==> config.mk <==
export PLATFORM = sky130hd
export DESIGN_NAME = pong_game_logic
export DESIGN_NICKNAME = d
export VERILOG_FILES = /design/src/rtl/pong_pkg.sv /design/src/rtl/pong_paddle_ctrl.sv /design/src/rtl/pong_game_logic.sv
export SDC_FILE = /design/constraint.sdc
export NUM_CORES = 1
export LEC_CHECK = 0
export BUFFER_PORTS_ARGS = -buffer_cell sky130_fd_sc_hd__buf_2
export CORE_MARGIN = 1
export CORE_UTILIZATION = 30
export CTS_CLUSTER_DIAMETER = 60
export DETAILED_ROUTE_END_ITERATION = 7
export GPL_TIMING_DRIVEN = 0
export SYNTH_ARGS = -nofsm -noshare
export SYNTH_HDL_FRONTEND = slang
export SYNTH_SLANG_ARGS = --single-unit
==> constraint.sdc <==
create_clock -name clk50M -period 8.8 [get_ports clk50M]
set_clock_uncertainty 0.1 [all_clocks]
set_input_delay 0 -clock clk50M [delete_from_list [all_inputs] [get_ports clk50M]]
set_output_delay 0 -clock clk50M [all_outputs]
set_load 0.02 [all_outputs]
==> src/rtl/pong_pkg.sv <==
// Shared Pong constants and types: screen geometry, coordinate width and
// the game-state enumeration. The graphics stage uses the same constants.
package pong_pkg;

    localparam int COORD_W  = 10;
    localparam int SCREEN_W = 640;
    localparam int SCREEN_H = 480;
    localparam int H_CENTRE = SCREEN_W / 2;
    localparam int V_CENTRE = SCREEN_H / 2;

    typedef enum logic [1:0] {
        SERVE,
        PLAY,
        POINT,
        GAME_OVER
    } state_t;

endpackage

==> src/rtl/pong_paddle_ctrl.sv <==
// One paddle: two-flop synchronisers on the raw up/down buttons, then a
// per-frame step of PADDLE_SPEED clamped to the visible screen height.
// Pressing both buttons or neither leaves the paddle where it is.
module pong_paddle_ctrl
    import pong_pkg::*;
#(
    parameter int PADDLE_H     = 64,
    parameter int PADDLE_SPEED = 4
) (
    input  logic               i_clk,
    input  logic               i_reset,
    input  logic               i_tick,
    input  logic               i_enable,
    input  logic               i_up,
    input  logic               i_down,
    output logic [COORD_W-1:0] o_y
);

    localparam logic [COORD_W-1:0] Y_MAX   = COORD_W'(SCREEN_H - PADDLE_H);
    localparam logic [COORD_W-1:0] Y_RESET = COORD_W'(V_CENTRE - PADDLE_H / 2);
    localparam logic [COORD_W-1:0] STEP    = COORD_W'(PADDLE_SPEED);

    logic               r_upMeta;
    logic               r_upSync;
    logic               r_downMeta;
    logic               r_downSync;
    logic [COORD_W-1:0] r_y;
    logic [COORD_W-1:0] w_yNext;

    // Bring the asynchronous buttons into the clock domain
    always_ff @(posedge i_clk or posedge i_reset) begin
        if (i_reset) begin
            r_upMeta   <= 1'b0;
            r_upSync   <= 1'b0;
            r_downMeta <= 1'b0;
            r_downSync <= 1'b0;
        end else begin
            r_upMeta   <= i_up;
            r_upSync   <= r_upMeta;
            r_downMeta <= i_down;
            r_downSync <= r_downMeta;
        end
    end

    // Next paddle position: one step per frame, saturating at top and bottom
    always_comb begin
        w_yNext = r_y;
        if (i_tick && i_enable) begin
            if (r_upSync && !r_downSync) begin
                w_yNext = (r_y >= STEP) ? (r_y - STEP) : '0;
            end else if (r_downSync && !r_upSync) begin
                w_yNext = (r_y >= (Y_MAX - STEP)) ? Y_MAX : (r_y + STEP);
            end
        end
    end

    // Paddle position register
    always_ff @(posedge i_clk or posedge i_reset) begin
        if (i_reset) begin
            r_y <= Y_RESET;
        end else begin
            r_y <= w_yNext;
        end
    end

    assign o_y = r_y;

endmodule

==> src/rtl/pong_game_logic.sv <==
// Pong game-state engine: ball motion, wall and paddle collisions, scoring
// and the serve / point / game-over sequence, advanced once per video frame
// on the rising edge of endofframe.
// Optional build macro PONG_SPEEDUP_EN: each paddle hit speeds the ball up
// by one pixel per frame, up to twice the base speed, until the next serve.
module pong_game_logic
    import pong_pkg::*;
#(
    parameter int BALL_SIZE    = 8,
    parameter int BALL_SPEED   = 2,
    parameter int PADDLE_W     = 8,
    parameter int PADDLE_H     = 64,
    parameter int PADDLE_SPEED = 4,
    parameter int PADDLE_ONE_X = 16,
    parameter int PADDLE_TWO_X = 616,
    parameter int SERVE_FRAMES = 60,
    parameter int WIN_SCORE    = 7
) (
    input  logic               clk50M,
    input  logic               reset,
    input  logic               endofframe,
    input  logic               p1_up,
    input  logic               p1_down,
    input  logic               p2_up,
    input  logic               p2_down,
    input  logic               start,
    output logic [COORD_W-1:0] ball_x,
    output logic [COORD_W-1:0] ball_y,
    output logic [COORD_W-1:0] paddle_one_x,
    output logic [COORD_W-1:0] paddle_one_y,
    output logic [COORD_W-1:0] paddle_two_x,
    output logic [COORD_W-1:0] paddle_two_y,
    output logic [3:0]         score_one,
    output logic [3:0]         score_two,
    output logic               game_over
);

    localparam int CNT_W = $clog2(SERVE_FRAMES + 1);

    localparam logic [COORD_W-1:0] BALL_CX = COORD_W'(H_CENTRE - BALL_SIZE / 2);
    localparam logic [COORD_W-1:0] BALL_CY = COORD_W'(V_CENTRE - BALL_SIZE / 2);
    localparam logic [3:0]         WIN     = 4'(WIN_SCORE);

    // Ball limits in the signed 11-bit domain the next position lives in
    localparam logic signed [COORD_W:0] S_ZERO     = '0;
    localparam logic signed [COORD_W:0] X_MAX      = (COORD_W+1)'(SCREEN_W - BALL_SIZE);
    localparam logic signed [COORD_W:0] Y_MAX      = (COORD_W+1)'(SCREEN_H - BALL_SIZE);
    localparam logic signed [COORD_W:0] LEFT_FACE  = (COORD_W+1)'(PADDLE_ONE_X + PADDLE_W);
    localparam logic signed [COORD_W:0] RIGHT_STOP = (COORD_W+1)'(PADDLE_TWO_X - BALL_SIZE);

    state_t                    r_state;
    state_t                    w_stateNext;
    logic                      r_eofQ;
    logic                      w_tick;
    logic                      r_startMeta;
    logic                      r_startSync;
    logic [CNT_W-1:0]          r_cnt;
    logic [CNT_W-1:0]          w_cntNext;
    logic [COORD_W-1:0]        r_ballX;
    logic [COORD_W-1:0]        r_ballY;
    logic [COORD_W-1:0]        w_ballXNext;
    logic [COORD_W-1:0]        w_ballYNext;
    logic                      r_dxNeg;
    logic                      r_dyNeg;
    logic                      w_dxNegNext;
    logic                      w_dyNegNext;
    logic [3:0]                r_scoreOne;
    logic [3:0]                r_scoreTwo;
    logic [3:0]                w_scoreOneNext;
    logic [3:0]                w_scoreTwoNext;
    logic                      r_gameOver;
    logic [3:0]                w_step;
    logic signed [COORD_W:0]   w_stepS;
    logic signed [COORD_W:0]   w_nx;
    logic signed [COORD_W:0]   w_ny;
    logic [COORD_W-1:0]        w_paddleOneY;
    logic [COORD_W-1:0]        w_paddleTwoY;
    logic                      w_paddleEnable;
    logic                      w_overlapOne;
    logic                      w_overlapTwo;

    // Frame tick from the rising edge of endofframe, and start synchroniser
    always_ff @(posedge clk50M or posedge reset) begin
        if (reset) begin
            r_eofQ      <= 1'b0;
            r_startMeta <= 1'b0;
            r_startSync <= 1'b0;
        end else begin
            r_eofQ      <= endofframe;
            r_startMeta <= start;
            r_startSync <= r_startMeta;
        end
    end

    assign w_tick         = endofframe & ~r_eofQ;
    assign w_paddleEnable = (r_state != GAME_OVER);

    pong_paddle_ctrl #(
        .PADDLE_H     (PADDLE_H),
        .PADDLE_SPEED (PADDLE_SPEED)
    ) u_paddleOne (
        .i_clk    (clk50M),
        .i_reset  (reset),
        .i_tick   (w_tick),
        .i_enable (w_paddleEnable),
        .i_up     (p1_up),
        .i_down   (p1_down),
        .o_y      (w_paddleOneY)
    );

    pong_paddle_ctrl #(
        .PADDLE_H     (PADDLE_H),
        .PADDLE_SPEED (PADDLE_SPEED)
    ) u_paddleTwo (
        .i_clk    (clk50M),
        .i_reset  (reset),
        .i_tick   (w_tick),
        .i_enable (w_paddleEnable),
        .i_up     (p2_up),
        .i_down   (p2_down),
        .o_y      (w_paddleTwoY)
    );

`ifdef PONG_SPEEDUP_EN
    logic [3:0] r_step;
    logic [3:0] w_stepNext;

    // Ball speed: one faster per paddle hit, back to base whenever a serve begins
    always_comb begin
        w_stepNext = r_step;
        if (w_tick && (w_stateNext == SERVE) && (r_state != SERVE)) begin
            w_stepNext = 4'(BALL_SPEED);
        end else if (w_tick && (r_state == PLAY) && (w_dxNegNext != r_dxNeg)
                     && (r_step < 4'(2 * BALL_SPEED))) begin
            w_stepNext = r_step + 4'd1;
        end
    end

    // Ball speed register
    always_ff @(posedge clk50M or posedge reset) begin
        if (reset) begin
            r_step <= 4'(BALL_SPEED);
        end else begin
            r_step <= w_stepNext;
        end
    end

    assign w_step = r_step;
`else
    assign w_step = 4'(BALL_SPEED);
`endif

    // Candidate next position, signed so a step past zero cannot wrap
    assign w_stepS = $signed({{(COORD_W-3){1'b0}}, w_step});
    assign w_nx = r_dxNeg ? ($signed({1'b0, r_ballX}) - w_stepS)
                          : ($signed({1'b0, r_ballX}) + w_stepS);
    assign w_ny = r_dyNeg ? ($signed({1'b0, r_ballY}) - w_stepS)
                          : ($signed({1'b0, r_ballY}) + w_stepS);

    // Vertical overlap is judged on the ball's current row against each paddle
    assign w_overlapOne = (({1'b0, r_ballY} + (COORD_W+1)'(BALL_SIZE)) > {1'b0, w_paddleOneY})
                       && ({1'b0, r_ballY} < ({1'b0, w_paddleOneY} + (COORD_W+1)'(PADDLE_H)));
    assign w_overlapTwo = (({1'b0, r_ballY} + (COORD_W+1)'(BALL_SIZE)) > {1'b0, w_paddleTwoY})
                       && ({1'b0, r_ballY} < ({1'b0, w_paddleTwoY} + (COORD_W+1)'(PADDLE_H)));

    // Game sequencing and ball physics, evaluated once per frame tick.
    // During a point the ball direction is left alone: it still points at
    // the player who missed, so the next serve heads toward that player.
    always_comb begin
        w_stateNext    = r_state;
        w_cntNext      = r_cnt;
        w_ballXNext    = r_ballX;
        w_ballYNext    = r_ballY;
        w_dxNegNext    = r_dxNeg;
        w_dyNegNext    = r_dyNeg;
        w_scoreOneNext = r_scoreOne;
        w_scoreTwoNext = r_scoreTwo;
        if (w_tick) begin
            unique case (r_state)
                SERVE: begin
                    w_ballXNext = BALL_CX;
                    w_ballYNext = BALL_CY;
                    w_cntNext   = r_cnt + CNT_W'(1);
                    if (r_cnt == CNT_W'(SERVE_FRAMES - 1)) begin
                        w_stateNext = PLAY;
                    end
                end
                PLAY: begin
                    if (w_ny <= S_ZERO) begin
                        w_ballYNext = '0;
                        w_dyNegNext = ~r_dyNeg;
                    end else if (w_ny >= Y_MAX) begin
                        w_ballYNext = Y_MAX[COORD_W-1:0];
                        w_dyNegNext = ~r_dyNeg;
                    end else begin
                        w_ballYNext = w_ny[COORD_W-1:0];
                    end
                    if (r_dxNeg && (w_nx <= LEFT_FACE) && w_overlapOne) begin
                        w_ballXNext = LEFT_FACE[COORD_W-1:0];
                        w_dxNegNext = 1'b0;
                    end else if (!r_dxNeg && (w_nx >= RIGHT_STOP) && w_overlapTwo) begin
                        w_ballXNext = RIGHT_STOP[COORD_W-1:0];
                        w_dxNegNext = 1'b1;
                    end else if (w_nx <= S_ZERO) begin
                        w_ballXNext    = '0;
                        w_scoreTwoNext = (r_scoreTwo < WIN) ? (r_scoreTwo + 4'd1) : r_scoreTwo;
                        w_stateNext    = POINT;
                    end else if (w_nx >= X_MAX) begin
                        w_ballXNext    = X_MAX[COORD_W-1:0];
                        w_scoreOneNext = (r_scoreOne < WIN) ? (r_scoreOne + 4'd1) : r_scoreOne;
                        w_stateNext    = POINT;
                    end else begin
                        w_ballXNext = w_nx[COORD_W-1:0];
                    end
                end
                POINT: begin
                    w_ballXNext = BALL_CX;
                    w_ballYNext = BALL_CY;
                    if (r_dxNeg ? (r_scoreTwo == WIN) : (r_scoreOne == WIN)) begin
                        w_stateNext = GAME_OVER;
                    end else begin
                        w_cntNext   = '0;
                        w_stateNext = SERVE;
                    end
                end
                GAME_OVER: begin
                    w_ballXNext = BALL_CX;
                    w_ballYNext = BALL_CY;
                    if (r_startSync) begin
                        w_scoreOneNext = '0;
                        w_scoreTwoNext = '0;
                        w_dxNegNext    = 1'b0;
                        w_dyNegNext    = 1'b0;
                        w_cntNext      = '0;
                        w_stateNext    = SERVE;
                    end
                end
            endcase
        end
    end

    // Game state, ball, direction and score registers
    always_ff @(posedge clk50M or posedge reset) begin
        if (reset) begin
            r_state    <= SERVE;
            r_cnt      <= '0;
            r_ballX    <= BALL_CX;
            r_ballY    <= BALL_CY;
            r_dxNeg    <= 1'b0;
            r_dyNeg    <= 1'b0;
            r_scoreOne <= '0;
            r_scoreTwo <= '0;
            r_gameOver <= 1'b0;
        end else begin
            r_state    <= w_stateNext;
            r_cnt      <= w_cntNext;
            r_ballX    <= w_ballXNext;
            r_ballY    <= w_ballYNext;
            r_dxNeg    <= w_dxNegNext;
            r_dyNeg    <= w_dyNegNext;
            r_scoreOne <= w_scoreOneNext;
            r_scoreTwo <= w_scoreTwoNext;
            r_gameOver <= (w_stateNext == GAME_OVER);
        end
    end

    assign ball_x       = r_ballX;
    assign ball_y       = r_ballY;
    assign paddle_one_x = COORD_W'(PADDLE_ONE_X);
    assign paddle_two_x = COORD_W'(PADDLE_TWO_X);
    assign paddle_one_y = w_paddleOneY;
    assign paddle_two_y = w_paddleTwoY;
    assign score_one    = r_scoreOne;
    assign score_two    = r_scoreTwo;
    assign game_over    = r_gameOver;

endmodule
# Word level (Yosys, flattened, before mapping)
# Index checks and enable logic that the tools add are counted.
classes:
  n_lt_le_gt_ge: 16
  n_reduce_logical: 29
  muxes: 50
  n_div: 0
  eq_ne: 19
  n_mul: 0
  bitwise_logic: 3
  n_shift: 0
  add_sub_neg: 14
op_table:
  columns: ["op", "n"]
  rows:
  - ["10-bit two-way mux", 14]
  - ["4-bit two-way mux", 10]
  - ["10-bit one-hot mux with 2 select lines", 2]
  - ["10-bit by 2-bit adder with 11-bit output (second input constant)", 2]
  - ["10-bit by 7-bit adder with 11-bit output (second input constant)", 2]
  - ["11-bit greater-or-equal comparator (second input constant)", 2]
  - ["11-bit by 10-bit greater-than comparator with 1-bit output", 2]
  - ["11-bit by 1-bit <= comparator with 1-bit output (second input constant)", 2]
  - ["10-bit by 11-bit less-than comparator with 1-bit output", 2]
  - ["11-bit two-way mux", 2]
  - ["10-bit by 2-bit subtractor with 11-bit output (second input constant)", 2]
  - ["10-bit by 3-bit adder with 10-bit output (second input constant)", 2]
  - ["10-bit by 3-bit greater-or-equal comparator with 1-bit output (second input constant)", 2]
  - ["10-bit by 9-bit greater-or-equal comparator with 1-bit output (second input constant)", 2]
  - ["2-bit != test (second input constant)", 10]
  - ["10-bit by 3-bit subtractor with 10-bit output (second input constant)", 2]
  - ["6-bit one-hot mux with 3 select lines", 1]
  - ["2-bit two-way mux", 8]
  - ["4-bit one-hot mux with 2 select lines", 2]
  - ["6-bit two-way mux", 2]
  - ["4-bit AND reduction", 3]
  - ["10-bit by 4-bit adder with 11-bit output (second input constant)", 1]
  - ["11-bit by 10-bit greater-or-equal comparator with 1-bit output (second input constant)", 1]
  - ["11-bit by 6-bit <= comparator with 1-bit output (second input constant)", 1]
  - ["other kinds (22)", 52]
word_totals:
  reg_bits: 70
  latch_bits: 0
  inputBits: 8
  mem_count: 0
  mem_bits_rw: 0
  output_inout_bits: 69
  rom_bits: 0

# Depth between registers and ports, before layout
logic_depth:
  ltp_word: 10
  ltp_mapped: 13

# Modules after synthesis
# A second synthesis with hierarchy kept.
hier_totals:
  cells_unflattened: 673
  area_unflattened_um2: 5770.5
modules_own_cells:
  columns: ["mod", "cells_each", "n_inst", "area_each_um2"]
  rows:
  - ["pong_game_logic", 489, 1, 4056.4]
  - ["pong_paddle_ctrl", 92, 2, 857.1]

# Least setup slack after synthesis
# Ideal clock, no wire load.
synth_timing:
  kind: "flip-flop to flip-flop"
  start: "reg r_dxNeg"
  end: "reg r_ballX[2] (netlist: ball_x[2])"
  setup_slack_ps: 5570
  path_stages_with_launch: 13
  t_arrival_ps: 3055
  required_ps: 8626
  period_less_slack_ps: 3230
  cell_sequence: "dfrtp_1 -> clkbuf_1 -> inv_1 -> fa_1 -> nand2b_1 -> a211o_1 -> a21bo_1 -> a211oi_4 -> o21ai_2 -> and2_4 -> buf_6 -> or3_1 -> o22ai_2"
synth_between:
  elab_chain_len: 7
synth_lines:
  columns: ["element", "line", "text"]
  rows:
  - ["start, declared", "pong_game_logic.sv:63", "logic r_dxNeg;"]
  - ["start signal, assigned", "pong_game_logic.sv:259", "r_dxNeg <= w_dxNegNext;"]
  - ["11-bit two-way mux", "pong_game_logic.sv:155", "assign w_nx = r_dxNeg ? ($signed({1'b0, r_ballX}) - w_stepS)"]
  - ["11-bit greater-or-equal comparator (on tied branches)", "pong_game_logic.sv:208, pong_game_logic.sv:201", null]
  - ["10-bit two-way mux / 1-bit logical AND (equally long branches)", "pong_game_logic.sv:208, pong_game_logic.sv:201", null]
  - ["10-bit two-way mux / 1-bit logical AND (equally long branches)", "pong_game_logic.sv:204, pong_game_logic.sv:201", null]
  - ["10-bit two-way mux", "pong_game_logic.sv:201", "end else if (!r_dxNeg && (w_nx >= RIGHT_STOP) && w_overlapTwo) begin"]
  - ["10-bit two-way mux (*)", "pong_game_logic.sv:198", "if (r_dxNeg && (w_nx <= LEFT_FACE) && w_overlapOne) begin"]
  - ["10-bit one-hot mux with 2 select lines (*)", "pong_game_logic.sv:179", "unique case (r_state)"]
  - ["end signal, assigned", "pong_game_logic.sv:257", "r_ballX <= w_ballXNext;"]
  - ["end, declared", "pong_game_logic.sv:59", "logic [COORD_W-1:0] r_ballX;"]
# Mark *: on every way between the ends. The rest lies on a longest branch, timed or not.
# A chain may end at the register's enable or synchronous reset.

# Worst setup path after layout
layout_timing:
  start: "reg r_dxNeg"
  end: "reg r_scoreTwo[1] (netlist: score_two[1])"
layout_between:
  elab_chain_len: 6
layout_lines:
  columns: ["element", "line", "text"]
  rows:
  - ["11-bit two-way mux", "pong_game_logic.sv:155", null]
  - ["11-bit greater-or-equal comparator / 11-bit by 6-bit <= comparator with 1-bit output (equally long branches)", "pong_game_logic.sv:201, pong_game_logic.sv:198", null]
  - ["1-bit logical AND (on tied branches) (2 in series)", "pong_game_logic.sv:201, pong_game_logic.sv:198", null]
  - ["2-bit != test (no source line)", null, null]
  - ["7-bit AND reduction (no source line) (*)", null, null]
  - ["end signal, assigned", "pong_game_logic.sv:262", "r_scoreTwo <= w_scoreTwoNext;"]
  - ["end, declared", "pong_game_logic.sv:68", "logic [3:0] r_scoreTwo;"]
# Marks and branches as above.

==> key figures <==
Global route
  • Total track usage: 0.158
  • Routing usage on met3: 0.0258
  • Total grt overflow: 0
  • Met2 GRT Util: 0.273
  • Most Used Layer, Global Route: met2
  • First-pass GRT wire length: 23500 µm
  • Largest net degree at the start of global routing: 43
  • Vias in the first global route: 4712
  • Initial antenna violation count: 0
  • Met1 Resource Use GR: 0.203

Clocking
  • Num CTS Buffers: 9
  • Clock transition at path regs: 0.06 ns
  • Clock Tree Buf Depth: 2
  • CTS Sinks: 64
  • H-tree levels: 3
  • Root Buffer: clkbuf_16
  • Worst skew pair latency: 0.34 ns
  • CTS tree: yes
  • Post-CTS setup buffers: 0

Yosys
  • Multiplexer share of the synthesized area: 0.0111
  • YS warnings: 0
  • Simple-Gate Fraction of Synth Area: 0.172
  • Post-synth EDFFs: 0
  • Async set or reset register ratio after synthesis: 1.00
  • Yosys reg bits: 64
  • Largest family of logic cells by synthesized area: compound AO/OA/AOI/OAI gates
  • Seq/Total Area, Yosys: 0.293
  • Post-Synthesis Cell Area: 5540 µm²
  • Syn_area_per_cell: 8.41 µm²
  • Post-Synthesis Cells: 658
  • Cell variety after synth: 76
  • Area share of fa/ha/maj cells after synthesis: 0.156
  • Xor-xnor portion of the synthesized cell area: 0.0348
  • Top FF cell, synth: dfrtp_1
  • Synth Area in Compound Gates: 0.252

Finish
  • Final instance area: 6600 µm²
  • Layout cell share with drive strength beyond 1: 0.177
  • Core Util, Final: 0.366
  • Area Growth Syn to Fin: 19.3%
  • Layout Nets: 827
  • Ant diodes: 0
  • Fillers: 1874

STA
  • Final cycle utilization of the critical path: 0.457
  • RSZ-0062 raised after global routing: false
  • Relative max-transition margin: 0.391
  • Fin. max-slew vios: 0
  • Hold WS: 0.164 ns
  • FMAX: 249 MHz
  • Final hold violation count: 0
  • Min Tclk post-route: 4.02 ns
  • Final setup viols: 0
  • Worst-Margin Slew: 0.904 ns
  • Setup TNS: 0 ns

Power and ir drop
  • Worst vdd ir: 160 µV
  • Clock Power Share: 0.176
  • Power Internal: 1.26 mW
  • P_leak: 3.02 nW
  • Tot Pwr: 2.41 mW
  • Seq pwr share: 0.207
  • Comb pwr share: 0.618
  • Switch share: 0.480
  • Sw Pwr: 1.16 mW
  • PD cells: 366 nW/µm²

Drt
  • DRC viols: 0
  • DRT Wirelength: 14300 µm
  • Post-DR vias/cell: 5.15
  • Routed WL per cell: 14.6 µm
  • ANT nets after route: 0
  • Router iterations before antenna repair: 6
  • DR vias: 5071
  • Drt initial violations: 249

Worst hold path
  • Worst hold path type: input port to asynchronous set/reset pin

Setup path
  • Critical path peak fanout: 9
  • Reg2Reg Depth: 11
  • Critical path arrival: 4.18 ns
  • Type of the worst setup path: flip-flop to flip-flop
  • Worst Setup End Kind: flip-flop
  • Highest-delay cell along the critical path: dfrtp_1
  • Startpoint Class: flip-flop
  • CP peak stage delay: 0.56 ns
  • Critical path cell sequence: clkbuf_1, inv_1, fa_1, nand2b_1, a211o_1, a21bo_1, a211oi_4, a41oi_2, nor3b_2, nand3_1, o22ai_1
  • Critical Path RT: 8.96 ns

Die
  • Site Rows: 49
  • Die Ht: 138 µm
  • Initial Util: 0.307
  • Die Footprint: 19000 µm²
  • Die W: 138 µm
  • Core area: 18000 µm²
  • I/O Pins: 77

Placement
  • Placed inst area: 6180 µm²
  • IO buf count: 50
  • Gpl congestion: 0.869
  • HPWL after DPL: 10800 µm

Outcome
  • Status: finished clean

Flow run
  • Max Cap Viol: 0
## synth_stat cells (all sizes together) (6+ instances only)
cell type / number / area share
nand2: 69 / 0.047
ha: 66 / 0.15
o21ai: 59 / 0.054
a21oi: 54 / 0.049
dfrtp: 48 / 0.22
inv: 43 / 0.029
nor2: 38 / 0.026
buf: 30 / 0.040
nor3: 24 / 0.022
nand3: 22 / 0.020
xnor2: 17 / 0.027
dfstp: 16 / 0.076
clkbuf: 15 / 0.010
nand4: 11 / 0.014
o21a: 10 / 0.014
a21o: 9 / 0.012
o22ai: 8 / 0.010
o41ai: 7 / 0.014
nand2b: 6 / 0.0068
o221ai: 6 / 0.0095
## state kept, by name, indices dropped and copies added, names as in the netlist, 2 cells and up
register,flops
r_state,2
score_one,4
u_paddleTwo.o_y,8
score_two,4
r_cnt,6
ball_x,9
ball_y,9
u_paddleOne.o_y,8
## metal layers
layer,vias up,share of wire
li1,2540,-
met1,2427,0.47
met2,95,0.49
met3,9,0.032
met4,0,0.0079
met5,-,0
## per-stage QoR
step	cells	worst slack, ns
3_3_place_gp	961	4.82
6_report	985	4.78
3_5_place_dp	962	4.80
5_1_grt	985	4.61
4_1_cts	985	4.78
2_1_floorplan	682	5.57
## cells by family after synthesis
kind of cell               count (synthesis)
other                                      2
adders and majority gates                 68
muxes                                      6
xor gates and xnor gates                  22
and+or+nand+nor                          199
buffers and inverters                     88
AOI/OAI and AO/OA                        209
DFF                                       64
## cells in the final DEF, fill, tap and decap left out, drive strengths merged, types with 4 or more instances in the layout
master,netlist,layout
nand2b,6,6
dfrtp,48,48
xnor2,17,17
and3,4,4
a31o,4,4
dlygate4sd3,0,7
xor2,5,5
o41ai,7,7
dfstp,16,16
inv,43,46
and2,5,5
a211oi,5,5
nand4,11,11
a21boi,4,4
mux2i,5,5
nor2,38,38
o21ai,59,59
a21oi,54,54
a211o,5,5
nand2,69,69
o21a,10,10
clkbuf,15,24
nor3,24,24
o211ai,5,5
buf,30,81
conb,2,26
a31oi,5,5
o221ai,6,6
nand3,22,22
o22ai,8,8
a21o,9,9
ha,66,66
## worst paths after layout
kind | endpoint | startpoint | slack [ns]
min in group clk50M | u_paddleTwo.r_downMeta | p2_down | 0.21
setup reg to reg | score_two[1] | r_dxNeg | 4.78
hold / removal | game_over | reset | 0.16
setup / recovery | score_two[1] | r_dxNeg | 4.78
hold reg to reg | u_paddleTwo.r_downSync | u_paddleTwo.r_downMeta | 0.24
max in group asynchronous | ball_x[5] | reset | 7.77
## layout make-up
class / instances / area (µm²) / area share
flip-flops and latches: 64 / 1620 / 0.246
inverters: 43 / 161 / 0.0244
multi-input cells: 530 / 3560 / 0.540
well taps: 229 / 287 / 0.0434
plain buffers: 45 / 278 / 0.0421
clock inverters: 7 / 125 / 0.0190
repair buffers: 58 / 340 / 0.0515
clock buffers: 9 / 225 / 0.0341
## power groups by stage
stage          clock network (mW)  registers [mW]  logic [mW]
6_report                    0.424           0.499        1.49
5_1_grt                     0.447           0.513        1.68
4_1_cts                     0.433           0.500        1.48
3_5_place_dp                    0           0.504        1.47
3_3_place_gp                    0           0.504        1.46
2_1_floorplan                   0           0.528        1.10
## critical path, delay by kind of cell, from the launching register on
family / cells / cell delay (ns)
adder cells (fa/ha/maj): 1 / 0.45
flip-flops: 1 / 0.56
AO/OA/AOI/OAI: 5 / 1.43
AND/OR/NAND/NOR: 3 / 0.64
buffers and inverters: 2 / 0.75
## repair_timing
action                                  CTS  global route
hold buffers                              7             0
endpoints found under the hold margin    28             0
endpoints found under the setup margin    0             0
gates resized for setup                   0             0
No activity file was read; power rests on OpenSTA's default activity.
